[config.mk]
export PLATFORM = sky130hd
export DESIGN_NAME = la_capture_ctrl
export DESIGN_NICKNAME = d
export VERILOG_FILES = /design/src/rtl/la_ctrl_pkg.sv /design/src/rtl/la_qual_gen.sv /design/src/rtl/la_capture_ctrl.sv
export SDC_FILE = /design/constraint.sdc
export NUM_CORES = 1
export LEC_CHECK = 0
export CAP_MARGIN = 25
export CORE_UTILIZATION = 52
export DETAILED_ROUTE_END_ITERATION = 12
export PLACE_DENSITY = 0.79
export SLEW_MARGIN = 0
export SYNTH_ARGS = -nofsm -noshare
export SYNTH_HDL_FRONTEND = slang
export SYNTH_SLANG_ARGS = --single-unit
[constraint.sdc]
create_clock -name clk -period 3.5 [get_ports clk]
set_clock_uncertainty 0.1 [all_clocks]
set_input_delay 0.875 -clock clk [delete_from_list [all_inputs] [get_ports clk]]
set_output_delay 0.875 -clock clk [all_outputs]
set_load 0.01 [all_outputs]
[src/rtl/la_ctrl_pkg.sv]
// Shared types and defaults for the logic-analyzer capture sequencer.
// Latency: n/a (types and constants only).
// Backpressure: n/a.
package la_ctrl_pkg;

    // Fixed encodings; the debug readout decodes state_o with these values.
    typedef enum logic [2:0] {
        S_LOCK     = 3'd0,
        S_RST      = 3'd1,
        S_IDLE     = 3'd2,
        S_START    = 3'd3,
        S_ARMWAIT  = 3'd4,
        S_TRIGWAIT = 3'd5,
        S_DONE     = 3'd6
    } la_state_e;

    localparam int unsigned LOCK_FILT_DEF  = 16;
    localparam int unsigned RST_CYCLES_DEF = 15;

endpackage

[src/rtl/la_qual_gen.sv]
// Capture qualifier divider: cqual is high one cycle in every qdiv+1.
// Latency: first strobe qdiv+1 cycles after en rises; qdiv is re-sampled on each reload.
// Backpressure: none; free-running while en is high, held at zero otherwise.
module la_qual_gen #(
    parameter int unsigned QDIV_W = 16
) (
    input  logic              clk,
    input  logic              rst_l,
    input  logic              en,
    input  logic [QDIV_W-1:0] qdiv,
    output logic              cqual
);

    logic [QDIV_W-1:0] cnt_q, cnt_d;
    logic              cqual_q;

    // Down-counter: reload from qdiv at zero, park at zero while disabled.
    always_comb begin
        cnt_d = '0;
        if (en) begin
            cnt_d = (cnt_q == '0) ? qdiv : cnt_q - 1'b1;
        end
    end

    // Strobe is registered from the next count so it lines up with the counter at zero.
    always_ff @(posedge clk or negedge rst_l) begin
        if (!rst_l) begin
            cnt_q   <= '0;
            cqual_q <= 1'b0;
        end else begin
            cnt_q   <= cnt_d;
            cqual_q <= en && (cnt_d == '0);
        end
    end

    assign cqual = cqual_q;

endmodule

[src/rtl/la_capture_ctrl.sv]
// Capture sequencer: lock filter, analyzer reset, qualifier, start/arm/trigger handshake.
// Latency: la_sys_run one cycle after run_req is sampled in S_IDLE; all outputs registered.
// Backpressure: run_req outside S_IDLE is dropped; optional arm watchdog via LA_CAPTURE_CTRL_TIMEOUT_EN.
module la_capture_ctrl
    import la_ctrl_pkg::*;
#(
    parameter int unsigned LOCK_FILT  = LOCK_FILT_DEF,
    parameter int unsigned RST_CYCLES = RST_CYCLES_DEF,
    parameter int unsigned QDIV_W     = 16,
    parameter int unsigned TIMEOUT_W  = 24
) (
    input  logic              clk,
    input  logic              rst_l,
    input  logic              pll_lock,
    input  logic [QDIV_W-1:0] qdiv,
    input  logic              run_req,
    input  logic              la_armed,
    input  logic              la_triggered,
    output logic              la_rst_l,
    output logic              la_cqual,
    output logic              la_sys_run,
    output logic              busy,
    output logic              done,
    output logic              timeout,
    output logic [2:0]        state_o
);

    // One shared counter serves the lock filter and the reset hold; it clears on every state change.
    localparam int unsigned CNT_MAXV = (LOCK_FILT > RST_CYCLES) ? LOCK_FILT : RST_CYCLES;
    localparam int unsigned CNT_W    = $clog2(CNT_MAXV + 1);
    localparam logic [CNT_W-1:0] LOCK_LAST = CNT_W'(LOCK_FILT - 1);
    localparam logic [CNT_W-1:0] RST_LAST  = CNT_W'(RST_CYCLES - 1);

    la_state_e        state_q, state_d;
    logic [CNT_W-1:0] cnt_q, cnt_d;
    logic             la_rst_l_q, sys_run_q, busy_q, done_q;
    logic             wd_expire;

`ifdef LA_CAPTURE_CTRL_TIMEOUT_EN
    // Expiry fires on the cycle the watchdog count steps to all-ones.
    localparam logic [TIMEOUT_W-1:0] WD_LAST = {{(TIMEOUT_W-1){1'b1}}, 1'b0};
    logic [TIMEOUT_W-1:0] wd_q, wd_d;
    logic                 timeout_q;

    // Watchdog counts cycles spent in S_ARMWAIT, saturating, cleared in any other state.
    always_comb begin
        wd_d = '0;
        if (state_q == S_ARMWAIT) begin
            wd_d = (wd_q == '1) ? wd_q : wd_q + 1'b1;
        end
    end

    assign wd_expire = (state_q == S_ARMWAIT) && (wd_q == WD_LAST);

    // Timeout pulse only when the expiry actually wins the transition.
    always_ff @(posedge clk or negedge rst_l) begin
        if (!rst_l) begin
            wd_q      <= '0;
            timeout_q <= 1'b0;
        end else begin
            wd_q      <= wd_d;
            timeout_q <= wd_expire && (state_d == S_RST);
        end
    end

    assign timeout = timeout_q;
`else
    assign wd_expire = 1'b0;
    assign timeout   = 1'b0;
`endif

    // Next-state logic; lock loss overrides everything at the end.
    always_comb begin
        state_d = state_q;
        cnt_d   = '0;
        unique case (state_q)
            S_LOCK: begin
                if (pll_lock) begin
                    if (cnt_q >= LOCK_LAST) state_d = S_RST;
                    else                    cnt_d   = cnt_q + 1'b1;
                end
            end
            S_RST: begin
                if (cnt_q >= RST_LAST) state_d = S_IDLE;
                else                   cnt_d   = cnt_q + 1'b1;
            end
            S_IDLE:     if (run_req) state_d = S_START;
            S_START:    state_d = S_ARMWAIT;
            S_ARMWAIT: begin
                if (la_triggered)   state_d = S_DONE;
                else if (la_armed)  state_d = S_TRIGWAIT;
                else if (wd_expire) state_d = S_RST;
            end
            S_TRIGWAIT: if (la_triggered) state_d = S_DONE;
            S_DONE:     if (!la_armed)    state_d = S_IDLE;
            default:    state_d = S_LOCK;
        endcase
        if ((state_q != S_LOCK) && !pll_lock) begin
            state_d = S_LOCK;
            cnt_d   = '0;
        end
    end

    // State, counter and outputs registered from the next state so they agree with state_o.
    always_ff @(posedge clk or negedge rst_l) begin
        if (!rst_l) begin
            state_q    <= S_LOCK;
            cnt_q      <= '0;
            la_rst_l_q <= 1'b0;
            sys_run_q  <= 1'b0;
            busy_q     <= 1'b1;
            done_q     <= 1'b0;
        end else begin
            state_q    <= state_d;
            cnt_q      <= cnt_d;
            la_rst_l_q <= (state_d != S_LOCK) && (state_d != S_RST);
            sys_run_q  <= (state_d == S_START);
            busy_q     <= (state_d != S_IDLE);
            done_q     <= (state_q == S_DONE) && (state_d == S_IDLE);
        end
    end

    la_qual_gen #(
        .QDIV_W (QDIV_W)
    ) u_qual (
        .clk   (clk),
        .rst_l (rst_l),
        .en    (la_rst_l_q),
        .qdiv  (qdiv),
        .cqual (la_cqual)
    );

    assign la_rst_l   = la_rst_l_q;
    assign la_sys_run = sys_run_q;
    assign busy       = busy_q;
    assign done       = done_q;
    assign state_o    = state_q;

endmodule

### Word-level counts from Yosys, hierarchy flattened

Cells that the tools add are included.

| storage, ports and cells | value |
|---|---|
| register bits | 29 |

| cells by class | value |
|---|---|
| mux-type cells | 17 |
| add/sub/neg operators | 2 |
| magnitude comparators | 2 |
| equal/unequal tests | 10 |
| reduce and logical (&&, ||, !) cells | 10 |

Operator list:

| operator | count |
|---|---|
| $logic_not A16 Y1 | 2 |
| $mux W16 | 2 |
| $mux W3 | 9 |
| $pmux W3 S7 | 1 |
| $mux W5 | 4 |
| $sub A16 B1 Y16 const B | 1 |
| $eq A3 B2 Y1 const B | 4 |
| $ge A5 B4 Y1 const B | 2 |
| $pmux W5 S2 | 1 |
| $eq A3 B3 Y1 const B | 3 |
| $reduce_bool A3 Y1 | 2 |
| $add A5 B1 Y5 const B | 1 |
| $logic_and A1 B1 Y1 | 4 |
| $eq A3 B1 Y1 const B | 1 |
| $logic_not A3 Y1 | 1 |
| $ne A3 B1 Y1 const B | 1 |
| $ne A3 B2 Y1 const B | 1 |
| $logic_not A1 Y1 | 1 |

### Depth between registers and ports, before layout

| logic depth | value |
|---|---|
| depth after elaboration | 7 |
| gate-level depth with buffers | 9 |
| depth with buffers taken out | 9 |

### Hierarchy

A second synthesis with hierarchy kept.

| unflattened totals | value |
|---|---|
| cells, all modules | 183 |
| area total of the unflattened synthesis | 1769.2 um^2 |

By module, submodules not included:

| module | sequential area each (um^2) | area an instance (um^2) | times used | cells an instance |
|---|---|---|---|---|
| la_qual_gen | 425.4 | 1113.6 | 1 | 116 |
| la_capture_ctrl | 301.5 | 655.6 | 1 | 67 |

### Least setup slack after synthesis

Ideal clock, no wire load.

| timing path | value |
|---|---|
| path kind | register to register |
| start point | register u_qual.cnt_q[0] |
| end point | register u_qual.cqual_q (netlist: u_qual.cqual) |
| path slack | 1.062 ns |
| clock period less this slack | 2.438 ns |
| stages on the path, launching flop included | 9 |
| path buffers | 0 |
| library setup time | 0.096 ns |
| required time | 3.304 ns |
| data arrival time | 2.242 ns |
| cells stage by stage | dfrtp_1 inv_1 ha_1 nor3b_1 nand3_1 xor2_1 a21oi_1 or4_1 nor4_2 |

| between the ends | value |
|---|---|
| cells in the longest elaborated chain, start to end | 5 |
| elaborated cells on any way between the ends | 6 |

RTL lines:

| element | RTL line | text |
|---|---|---|
| start, declared | la_qual_gen.sv:14 | `logic [QDIV_W-1:0] cnt_q, cnt_d;` |
| start signal, assigned | la_qual_gen.sv:31 | `cnt_q <= cnt_d;` |
| $sub A16 B1 Y16 / $logic_not A16 Y1 (equally long branches) | la_qual_gen.sv:21 | `cnt_d = (cnt_q == '0) ? qdiv : cnt_q - 1'b1;` |
| $mux W16 * | la_qual_gen.sv:21 |  |
| $mux W16 * | la_qual_gen.sv:20 | `if (en) begin` |
| named net u_qual.cnt_d[12] | la_qual_gen.sv:14 |  |
| $logic_not A16 Y1 * | la_qual_gen.sv:32 | `cqual_q <= en && (cnt_d == '0);` |
| $logic_and A1 B1 Y1 * | la_qual_gen.sv:32 |  |
| end signal, assigned | la_qual_gen.sv:32 |  |
| end, declared | la_qual_gen.sv:15 | `logic cqual_q;` |

Mark *: on every way through the listed nets, which the timed path passes. The rest lies on a longest branch.

### Worst setup path after layout

Ends and elaborated chain as after synthesis.

==> reports/metrics.csv <==
metric,value,unit
Main synth FF type,dfrtp_1,
"commonest non-fill, non-tap cell in the layout",clkdlybuf4s50_1,
clock root buffer,clkbuf_4,
Post-Syn Area,1710,um^2
Flop pwr share,58.0,%
Mapped Nets,202,
Core Area,3080,um^2
"Cell Count, Final, Fillers Out",249,
Yosys top cell by area,dfrtp_1,
maximum vdd drop,0.172,mV
first drt pass iteration count,4,
P_leak,1.04,nW
H-tree depth,2,
Clock power frac,34.8,%
Clock Latency Late Sink,0.33,ns
Mean Syn Cell Area,9.77,um^2
Max Slew Vio Count,0,
Seq cells post-synth,29,
Initial Utilization,55.5,%
Final Hold Viols,0,
Sw Share,22.2,%
cts hold-fix bufs,0,
Hold Crit Class,register to register,
met1 GRT Util,30.4,%
cell count after synthesis,175,
# DRC,0,
total gr overflow,0,
vias,1449,
io pins,31,
crit share post-route,83.3,%
Final WS setup,0.586,ns
Placed Instances,242,
CTS tree,built,
switching power,0.131,mW
Yosys warnings,0,
register area share after synthesis,42.5,%
Post-synth ARST share,100,%
CP endpoint kind,register,
CP Launch Type,register,
Required @ worst endpoint,3.64,ns
Most Crowded Layer GR,met2,
Setup-failing EPs final,0,
Fillers,243,
DRT iter0 DRCs,100,
first-pass GRT wire length,6.26,mm
Num CTS Buffers,5,
drt wl/cell,14.7,um
GP Congestion,0.856,
RSZ-0062 raised after global routing,no,
internal power,0.458,mW
Vias/cell,5.82,
Area growth syn-to-layout,21.0,%
n_diodes,0,
layout cells sized above 1,9.76,%
routed wire length,3.66,mm
setup bufs post-CTS,0,
post-placement setup slack,0.619,ns
dpl hpwl,2.74,mm
most frequent cells in the layout,"clkdlybuf4s50_1, dfrtp_1, nor2_1, nand2_1, a21oi_1",
met2 usage in global routing,38.7,%
grt met3 use,7.64,%
Yosys cell types,47,
Longest Clk Path Bufs,2,
max_slew headroom,47.2,%
Worst Path Arrival,3.06,ns
Port Buffers,29,
overall die height,59.3,um
min Tclk post-route,2.91,ns
Pwr Density,285,nW/um^2
CP Max Fanout,7,
slew at the pin with the worst max-slew slack,0.790,ns
largest net degree at the start of global routing,37,
TNS Setup,0,ns
GRT Overall Usage,24.4,%
Crit Path Class,register to register,
clock slew at reported path FFs,0.08,ns
CTS sink cnt,29,
outcome,"complete, no violations",
antenna violations before repair,0,
Highest Clock Rate,343,MHz
Post-synth EDFFs,0,
Synth area leaders,"dfrtp_1, o211a_1, xor2_1",
Max-Cap Viols,0,
Die W,59.3,um
post-synth top area share,41.0,%
Final nets,232,
Die ar.,3520,um^2
vias in the first global route,1367,
ANT nets after route,0,
final core occ,67.2,%
CTS resizes,0,
Comb pwr share,7.2,%
row cnt,20,
==> kinds of logic after synthesis <==
group | count (synthesis) | synth area share [%]
simple gates | 64 | 23.2
buf+inv | 15 | 4.83
fa+ha+maj | 5 | 3.66
compound gates | 47 | 18.4
flops | 29 | 42.5
other cells | 1 | 0.219
xor+xnor | 14 | 7.17
==> registers in the layout, indices dropped and copies added (netlist names) <==
signal        count
cnt_q             5
u_qual.cnt_q     16
u_qual.cqual      1
state_o           3
la_rst_l          1
busy              1
done              1
la_sys_run        1
==> per-stage QoR <==
step | power [mW] | hold WS (ns) | area, um^2
final | 0.588 | 0.428 | 2070
after global routing | 0.612 | 0.448 | 2070
after CTS | 0.596 | 0.432 | 2070
after detailed placement | 0.391 | 0.420 | 2010
after global placement | 0.389 | 0.397 | 2010
after floorplan | 0.356 | 0.373 | 1710
==> layout make-up <==
type | instances | area, um^2 | area share (%)
sequential | 29 | 727 | 35.1
multi-input combinational | 131 | 900 | 43.5
tap | 44 | 55.1 | 2.66
clock buffer | 7 | 55.1 | 2.66
timing repair buffer | 31 | 305 | 14.8
inverter | 7 | 26.3 | 1.27
==> metal layers <==
metal	wire length, um	vias up
met5	0	-
met4	74	0
li1	-	694
met1	1600	716
met3	133	10
met2	1850	29
==> critical path: stages (launching register included) <==
cell     delay (ns)
dfrtp_1        0.44
inv_1          0.11
ha_1           0.24
nor3b_1        0.68
nand3_1        0.18
xor2_1         0.16
a21oi_1        0.10
or4_1          0.55
nor4_2         0.26
==> power groups by stage <==
stage	clock network (mW)	registers (mW)	logic, mW
floorplan	0	0.347	0.00853
global placement	0	0.348	0.0412
detailed placement	0	0.348	0.0429
CTS	0.211	0.341	0.0431
global route	0.223	0.342	0.0469
finish	0.205	0.342	0.0423
==> path summary, 6_finish.rpt <==
| path | to | slack, ns | start | cells past startpoint |
|---|---|---|---|---|
| worst max-delay path | u_qual.cqual$_DFF_PN0_ | 0.59 | u_qual.cnt_q[0]$_DFF_PN0_ | 8 |
| worst min-delay path | cnt_q[0]$_DFF_PN0_ | 0.43 | cnt_q[0]$_DFF_PN0_ | 1 |
| worst max register to register | u_qual.cqual$_DFF_PN0_ | 0.59 | u_qual.cnt_q[0]$_DFF_PN0_ | 8 |
| worst min register to register | cnt_q[0]$_DFF_PN0_ | 0.43 | cnt_q[0]$_DFF_PN0_ | 1 |
| max in group asynchronous | busy$_DFF_PN1_ | 2.16 | rst_l | 2 |
| min in group asynchronous | u_qual.cnt_q[11]$_DFF_PN0_ | 0.82 | rst_l | 2 |
==> synthesized netlist by cell type, drive strengths merged (5+ instances only) <==
| cell | number |
|---|---|
| or4 | 5 |
| nor2 | 16 |
| inv | 7 |
| ha | 5 |
| dfrtp | 28 |
| o21ai | 12 |
| nand2 | 13 |
| o211a | 7 |
| a21oi | 13 |
| xor2 | 8 |
| xnor2 | 6 |
| nand3 | 6 |
Note: power is estimated with default switching activity, not from simulation.
